**src/rtl/avalon_rr_arbiter_if.sv**
```systemverilog
// Signal bundle for the round-robin arbiter: N host-side Avalon-MM ports (flattened,
// host i at slice i), the shared bus-side port, and the grant/timeout status outputs.
interface avalon_rr_arbiter_if #(
  parameter int N_HOSTS = 2,
  parameter int ADDR_W  = 32,
  parameter int DATA_W  = 32
);
  localparam int BE_W = DATA_W / 8;

  logic [N_HOSTS*ADDR_W-1:0] h_address;
  logic [N_HOSTS*BE_W-1:0]   h_byteenable;
  logic [N_HOSTS*DATA_W-1:0] h_writedata;
  logic [N_HOSTS-1:0]        h_read;
  logic [N_HOSTS-1:0]        h_write;
  logic [N_HOSTS-1:0]        h_waitrequest;
  logic [N_HOSTS*DATA_W-1:0] h_readdata;
  logic [N_HOSTS-1:0]        h_readdatavalid;

  logic [ADDR_W-1:0]         m_address;
  logic [BE_W-1:0]           m_byteenable;
  logic [DATA_W-1:0]         m_writedata;
  logic                      m_read;
  logic                      m_write;
  logic                      m_waitrequest;
  logic [DATA_W-1:0]         m_readdata;
  logic                      m_readdatavalid;

  logic [N_HOSTS-1:0]        grant;
  logic                      timeout_err;

  // Arbiter view.
  modport slave (
    input  h_address, h_byteenable, h_writedata, h_read, h_write,
    output h_waitrequest, h_readdata, h_readdatavalid,
    output m_address, m_byteenable, m_writedata, m_read, m_write,
    input  m_waitrequest, m_readdata, m_readdatavalid,
    output grant, timeout_err
  );

  // Environment view: hosts plus the downstream agent.
  modport master (
    output h_address, h_byteenable, h_writedata, h_read, h_write,
    input  h_waitrequest, h_readdata, h_readdatavalid,
    input  m_address, m_byteenable, m_writedata, m_read, m_write,
    output m_waitrequest, m_readdata, m_readdatavalid,
    input  grant, timeout_err
  );
endinterface

```
**src/rtl/avalon_rr_arbiter.sv**
```systemverilog
// Round-robin arbiter sharing one Avalon-MM agent port among N_HOSTS hosts. The grant is
// held for one whole transaction; read-data waits are bounded by TIMEOUT cycles.
module avalon_rr_arbiter #(
  parameter int N_HOSTS = 2,
  parameter int ADDR_W  = 32,
  parameter int DATA_W  = 32,
  parameter int TIMEOUT = 255
) (
  input logic                clk,
  input logic                reset,
  avalon_rr_arbiter_if.slave bus
);
  localparam int BE_W  = DATA_W / 8;
  localparam int PTR_W = $clog2(N_HOSTS);
  localparam int CNT_W = $clog2(TIMEOUT + 1);

  typedef enum logic [1:0] {
    IDLE,
    CMD,
    RDWAIT
  } state_e;

  state_e             state_q, state_d;
  logic [PTR_W-1:0]   owner_q, owner_d;
  logic [PTR_W-1:0]   ptr_q, ptr_d;
  logic [CNT_W-1:0]   cnt_q, cnt_d;

  logic [N_HOSTS-1:0] req;
  logic [PTR_W-1:0]   next_owner;
  logic               scan_found;
  int                 scan_idx;
  logic               own_req, own_rd, own_wr;

  logic [ADDR_W-1:0]  addr_a  [N_HOSTS];
  logic [BE_W-1:0]    be_a    [N_HOSTS];
  logic [DATA_W-1:0]  wdata_a [N_HOSTS];
  logic [DATA_W-1:0]  rdata_a [N_HOSTS];

  for (genvar i = 0; i < N_HOSTS; i++) begin : g_host
    assign addr_a[i]  = bus.h_address[i*ADDR_W +: ADDR_W];
    assign be_a[i]    = bus.h_byteenable[i*BE_W +: BE_W];
    assign wdata_a[i] = bus.h_writedata[i*DATA_W +: DATA_W];
    assign bus.h_readdata[i*DATA_W +: DATA_W] = rdata_a[i];
  end

  // A simultaneous read+write counts as a write; the read is masked towards the bus.
  assign req     = bus.h_read | bus.h_write;
  assign own_req = req[owner_q];
  assign own_wr  = bus.h_write[owner_q];
  assign own_rd  = bus.h_read[owner_q] & ~bus.h_write[owner_q];

  // First requester after the last-served host, wrapping explicitly for any N.
  always_comb begin
    next_owner = ptr_q;
    scan_found = 1'b0;
    scan_idx   = 0;
    for (int k = 1; k <= N_HOSTS; k++) begin
      scan_idx = int'(ptr_q) + k;
      if (scan_idx >= N_HOSTS) scan_idx = scan_idx - N_HOSTS;
      if (!scan_found && req[PTR_W'(scan_idx)]) begin
        scan_found = 1'b1;
        next_owner = PTR_W'(scan_idx);
      end
    end
  end

  // NOTE: every output and next-state variable gets a default before the case so no
  // path through this block can leave one unassigned and infer a latch.
  always_comb begin
    state_d             = state_q;
    owner_d             = owner_q;
    ptr_d               = ptr_q;
    cnt_d               = cnt_q;
    bus.m_address       = '0;
    bus.m_byteenable    = '0;
    bus.m_writedata     = '0;
    bus.m_read          = 1'b0;
    bus.m_write         = 1'b0;
    bus.h_waitrequest   = req;
    bus.h_readdatavalid = '0;
    bus.grant           = '0;
    bus.timeout_err     = 1'b0;
    for (int i = 0; i < N_HOSTS; i++) rdata_a[i] = '0;

    unique case (state_q)
      IDLE: begin
        if (scan_found) begin
          owner_d = next_owner;
          ptr_d   = next_owner;
          state_d = CMD;
        end
      end

      CMD: begin
        bus.grant[owner_q]         = 1'b1;
        bus.m_address              = addr_a[owner_q];
        bus.m_byteenable           = be_a[owner_q];
        bus.m_writedata            = wdata_a[owner_q];
        bus.m_write                = own_wr;
        bus.m_read                 = own_rd;
        bus.h_waitrequest[owner_q] = bus.m_waitrequest;
        if (!own_req) begin
          state_d = IDLE;
        end else if (!bus.m_waitrequest) begin
          if (own_wr) begin
            state_d = IDLE;
          end else if (bus.m_readdatavalid) begin
            bus.h_readdatavalid[owner_q] = 1'b1;
            rdata_a[owner_q]             = bus.m_readdata;
            state_d                      = IDLE;
          end else begin
            cnt_d   = '0;
            state_d = RDWAIT;
          end
        end
      end

      RDWAIT: begin
        bus.grant[owner_q] = 1'b1;
        if (bus.m_readdatavalid) begin
          bus.h_readdatavalid[owner_q] = 1'b1;
          rdata_a[owner_q]             = bus.m_readdata;
          cnt_d                        = '0;
          state_d                      = IDLE;
        end else if (cnt_q == CNT_W'(TIMEOUT - 1)) begin
          // Dead agent: complete the read with zero data so the owner is released.
          bus.h_readdatavalid[owner_q] = 1'b1;
          bus.timeout_err              = 1'b1;
          cnt_d                        = '0;
          state_d                      = IDLE;
        end else begin
          cnt_d = cnt_q + CNT_W'(1);
        end
      end

      default: state_d = IDLE;
    endcase
  end

  // NOTE: state registers use non-blocking assignments so every flop samples the
  // pre-edge value of every other flop regardless of evaluation order.
  always_ff @(posedge clk or posedge reset) begin
    if (reset) begin
      state_q <= IDLE;
      owner_q <= '0;
      ptr_q   <= PTR_W'(N_HOSTS - 1);
      cnt_q   <= '0;
    end else begin
      state_q <= state_d;
      owner_q <= owner_d;
      ptr_q   <= ptr_d;
      cnt_q   <= cnt_d;
    end
  end
endmodule
```
**src/flat_wrapper.sv**
```systemverilog
// flat-port wrapper written by rule: the top's interface ports become plain ports
module avalon_rr_arbiter_flat 
#(
  parameter int N_HOSTS = 2,
  parameter int ADDR_W  = 32,
  parameter int DATA_W  = 32,
  parameter int TIMEOUT = 255
)
  (clk, reset, bus_h_address, bus_h_byteenable, bus_h_writedata, bus_h_read, bus_h_write, bus_h_waitrequest, bus_h_readdata, bus_h_readdatavalid, bus_m_address, bus_m_byteenable, bus_m_writedata, bus_m_read, bus_m_write, bus_m_waitrequest, bus_m_readdata, bus_m_readdatavalid, bus_grant, bus_timeout_err);
  avalon_rr_arbiter_if #(.N_HOSTS(N_HOSTS), .ADDR_W(ADDR_W), .DATA_W(DATA_W)) bus_i ();
  input logic clk;
  input logic reset;
  input wire logic [$bits(bus_i.h_address)-1:0] bus_h_address;
  input wire logic [$bits(bus_i.h_byteenable)-1:0] bus_h_byteenable;
  input wire logic [$bits(bus_i.h_writedata)-1:0] bus_h_writedata;
  input wire logic [$bits(bus_i.h_read)-1:0] bus_h_read;
  input wire logic [$bits(bus_i.h_write)-1:0] bus_h_write;
  output wire logic [$bits(bus_i.h_waitrequest)-1:0] bus_h_waitrequest;
  output wire logic [$bits(bus_i.h_readdata)-1:0] bus_h_readdata;
  output wire logic [$bits(bus_i.h_readdatavalid)-1:0] bus_h_readdatavalid;
  output wire logic [$bits(bus_i.m_address)-1:0] bus_m_address;
  output wire logic [$bits(bus_i.m_byteenable)-1:0] bus_m_byteenable;
  output wire logic [$bits(bus_i.m_writedata)-1:0] bus_m_writedata;
  output wire logic [$bits(bus_i.m_read)-1:0] bus_m_read;
  output wire logic [$bits(bus_i.m_write)-1:0] bus_m_write;
  input wire logic [$bits(bus_i.m_waitrequest)-1:0] bus_m_waitrequest;
  input wire logic [$bits(bus_i.m_readdata)-1:0] bus_m_readdata;
  input wire logic [$bits(bus_i.m_readdatavalid)-1:0] bus_m_readdatavalid;
  output wire logic [$bits(bus_i.grant)-1:0] bus_grant;
  output wire logic [$bits(bus_i.timeout_err)-1:0] bus_timeout_err;
  assign bus_i.h_address = bus_h_address;
  assign bus_i.h_byteenable = bus_h_byteenable;
  assign bus_i.h_writedata = bus_h_writedata;
  assign bus_i.h_read = bus_h_read;
  assign bus_i.h_write = bus_h_write;
  assign bus_h_waitrequest = bus_i.h_waitrequest;
  assign bus_h_readdata = bus_i.h_readdata;
  assign bus_h_readdatavalid = bus_i.h_readdatavalid;
  assign bus_m_address = bus_i.m_address;
  assign bus_m_byteenable = bus_i.m_byteenable;
  assign bus_m_writedata = bus_i.m_writedata;
  assign bus_m_read = bus_i.m_read;
  assign bus_m_write = bus_i.m_write;
  assign bus_i.m_waitrequest = bus_m_waitrequest;
  assign bus_i.m_readdata = bus_m_readdata;
  assign bus_i.m_readdatavalid = bus_m_readdatavalid;
  assign bus_grant = bus_i.grant;
  assign bus_timeout_err = bus_i.timeout_err;
  avalon_rr_arbiter #(.N_HOSTS(N_HOSTS), .ADDR_W(ADDR_W), .DATA_W(DATA_W), .TIMEOUT(TIMEOUT)) u_core (.clk(clk), .reset(reset), .bus(bus_i));
endmodule
```
**config.mk**
```make
export PLATFORM = sky130hd
export DESIGN_NAME = avalon_rr_arbiter_flat
export DESIGN_NICKNAME = d
export VERILOG_FILES = /design/src/rtl/avalon_rr_arbiter_if.sv /design/src/rtl/avalon_rr_arbiter.sv /design/src/flat_wrapper.sv
export SDC_FILE = /design/constraint.sdc
export NUM_CORES = 1
export LEC_CHECK = 0
export BUFFER_PORTS_ARGS = -buffer_cell sky130_fd_sc_hd__buf_2
export CAP_MARGIN = 20
export CORE_AREA = 5 5 119 121
export CTS_BUF_LIST = sky130_fd_sc_hd__clkbuf_8
export DETAILED_ROUTE_END_ITERATION = 6
export DIE_AREA = 0 0 124 126
export GPL_TIMING_DRIVEN = 0
export SYNTH_ARGS = -nofsm -noshare
export SYNTH_HDL_FRONTEND = slang
export SYNTH_SLANG_ARGS = --single-unit
```
**constraint.sdc**
```tcl
create_clock -name clk -period 2.1 [get_ports clk]
set_clock_uncertainty 0.1 [all_clocks]
set_input_delay 0.42 -clock clk [delete_from_list [all_inputs] [get_ports clk]]
set_output_delay 0.42 -clock clk [all_outputs]
set_load 0.05 [all_outputs]
```
==> results.py <==
metrics = {
    "cells_and_area": {
        "final_cells": 903,
        "stdcell_area_um2": 7570,
        "diodes": 0,
        "area_growth_syn_to_layout_pct": 234,
        "fillers": 1070,
        "layout_common_cells": "175 x buf_2, 105 x buf_6, 84 x nor2_4",
        "final_common_cell": "buf_2",
        "drive_gt1_share_pct": 86.5,
        "fin_nets": 910,
    },
    "timing": {
        "tightest_slew_ps": 453,
        "max_freq_mhz": 402,
        "hold_violations": 0,
        "slew_viol_final": 0,
        "fin_crit_sh_pct": 118,
        "timing.slew.headroom_pct": 69.8,
        "tns_ps": -30190,
        "setup-violations-final": 140,
        "setup_ws_ps": -387,
        "rsz0062_at_grt": "yes",
        "layout_min_cycle_time_ps": 2490,
    },
    "logic_synthesis": {
        "seq_area_frac_synth_pct": 13.3,
        "ys_types": 35,
        "synth_top_family_by_area": "simple AND/OR/NAND/NOR gates",
        "synth-compound-area-share_pct": 7.78,
        "synth_top_area_cell": "mux2i_1",
        "synth_nets": 540,
        "synth_area_leaders": "mux2i_1 30%, nor2_1 24%, dfrtp_1 12%",
        "netlist_area_um2": 2270,
        "yosysTopAreaCellShare_pct": 30.0,
        "yosysWarningCount": 0,
        "muxShareOfSynthArea_pct": 31.2,
        "synthAdderAreaFrac_pct": 3.31,
        "synth_xor_area_share_pct": 0.386,
        "ys_seq_elements": 12,
        "avgSynthCellArea_um2": 6.33,
        "synth_cells": 358,
        "yosys.area_share.simple_pct": 36.9,
    },
    "place": {
        "routabilityCongestion": 0.831,
        "dp_hpwl_um": 11900,
        "place_area_um2": 4950,
        "io_buffers": 316,
        "dp.cells": 850,
        "place_ws_ps": -623,
    },
    "critical_path": {
        "path_max_fanout": 7,
        "critical_path_class": "flop to primary output",
        "endpoint_kind": "primary output",
        "start_kind": "flop",
        "cp_slowest_stage_delay_ps": 380,
        "cp.required_ps": 1580,
        "slowest_stage": "dfrtp_1",
        "cp.arrival_ps": 1970,
        "critical-path-top-delay-family": "buffers and inverters",
        "path_cells": "inv_2, ha_4, inv_8, o31ai_4, nand3b_1, buf_6, clkbuf_16, nor2_4, buf_8",
        "crit_buf_inv": 5,
    },
    "global_route": {
        "grt_pass1_wl_um": 23300,
        "grt_max_degree": 13,
        "grt_use_total_pct": 18.8,
        "grt_pass1_vias": 4339,
        "grt_overflow": 0,
        "grt_antenna_before_repair": 0,
    },
    "floorplanning": {
        "die_w_um": 124,
        "io_pins": 317,
        "rows": 42,
        "coreArea_um2": 13000,
        "start_util_pct": 17.5,
        "die_y_um": 126,
        "die_area_um2": 15600,
    },
    "detailed_routing": {
        "wl_um": 16800,
        "drc_errors": 0,
        "drtPass1Iterations": 4,
        "dr_total_vias": 4084,
        "via_per_inst": 4.52,
        "routedWlPerCell_um": 18.6,
        "drtIter0Drc": 129,
        "antenna_left": 0,
    },
    "pwr": {
        "p_per_area_nw_per_um2": 1350,
        "power.leakage_nw": 3.32,
        "vdd_drop_max_v": 0.000957,
    },
    "hold_path": {
        "hp-class": "primary input to asynchronous set/reset pin",
    },
    "clock_tree": {
        "clockBufferDepth": 2,
        "clockRootBuffer": "clkbuf_8",
        "cts-buffers-inserted": 3,
        "cts.sinks": 12,
        "cts_tree": "built",
        "clk_pin_slew_ps": 50,
        "clk_latency_ps": 240,
        "cts_htree_levels": 1,
    },
    "status": {
        "outcome": "finished with violations",
        "violations": "negative setup slack",
    },
    "run": {
        "cap_violations": 0,
    },
}
cells in the mapped netlist (all sizes together):
cell	n
o21ai	9
buf	9
mux2i	68
nand3	4
nand4	2
dfstp	1
nor2b	5
nand2	42
o22ai	2
ha	6
nor4	2
a22oi	1
clkbuf	19
a211o	1
o211ai	1
o31ai	5
and2	2
a32oi	1
dfrtp	11
inv	9
nor2	144
nand3b	1
o41ai	2
mux2	2
nand2b	2
xnor2	1
nor3	1
or2	2
a21oi	3
final timing paths:
path / from / end / slack (ps) / cells past startpoint
worst max-delay path: u_core.state_q[1]$_DFFE_PP0P_ / bus_h_readdata[20] / -390 / 9
worst min-delay path: reset / u_core.cnt_q[0]$_DFFE_PP0P_ / 80 / 2
worst max register to register: u_core.owner_q$_DFFE_PP0P_ / u_core.cnt_q[5]$_DFFE_PP0P_ / -90 / 9
worst min register to register: u_core.ptr_q$_DFFE_PP1P_ / u_core.ptr_q$_DFFE_PP1P_ / 390 / 1
max in group asynchronous: reset / u_core.ptr_q$_DFFE_PP1P_ / 1480 / 2
min in group clk: u_core.ptr_q$_DFFE_PP1P_ / u_core.ptr_q$_DFFE_PP1P_ / 390 / 1
registers in the layout (all words and copies together) (netlist names):
signal / count
u_core.owner_q: 1
u_core.cnt_q: 8
u_core.state_q: 2
u_core.ptr_q: 1
report_power, final:
part / switching [mW] / internal (mW) / leakage (nW)
Sequential: 0.0328 / 0.281 / 0.159
Clock: 0.0796 / 0.165 / 0.0288
Combinational: 5.53 / 4.17 / 3.13
through the flow:
stage / util [%] / total power [mW] / hold WS, ps
3_5_place_dp: 38.2 / 6.60 / 343
4_1_cts: 55.4 / 9.88 / 84.7
3_3_place_gp: 38.2 / 6.59 / 344
6_report: 58.3 / 10.2 / 78.2
5_1_grt: 58.3 / 10.7 / 116
2_1_floorplan: - / 5.22 / 184
cell type report:
cell class              instances  area, µm²  share of cell area (%)
inverters                       9       45.0                   0.595
multi-input cells             309       3120                    41.3
repair buffers                367       3330                    44.0
clock buffers                   4       55.1                   0.727
flip-flops and latches         12        303                    4.00
well taps                     176        220                    2.91
plain buffers                  26        495                    6.55
kinds of logic after synthesis:
| logic type | after synthesis |
|---|---|
| compound gates | 25 |
| simple gates | 207 |
| mux | 70 |
| flops | 12 |
| fa+ha+maj | 6 |
| xor+xnor | 1 |
| buf+inv | 37 |
per-layer routing:
| metal | vias up | wire length [µm] | share of wire (%) | track usage, % |
|---|---|---|---|---|
| li1 | 1932 | - | - | - |
| met2 | 228 | 9090 | 54 | 36.6 |
| met4 | 0 | 388 | 2.3 | 5.03 |
| met3 | 24 | 1410 | 8.4 | 3.59 |
| met1 | 1900 | 5920 | 35 | 20.3 |
| met5 | - | 0 | 0 | 0 |
what timing repair did:
action	in CTS	in global routing
buffers inserted	32	9
cloned	12	3
endpoints found under the setup margin	139	147
pin swaps	30	26
hold buffers	0	0
resized for setup	461	96
No activity file was read; power rests on OpenSTA's default activity.
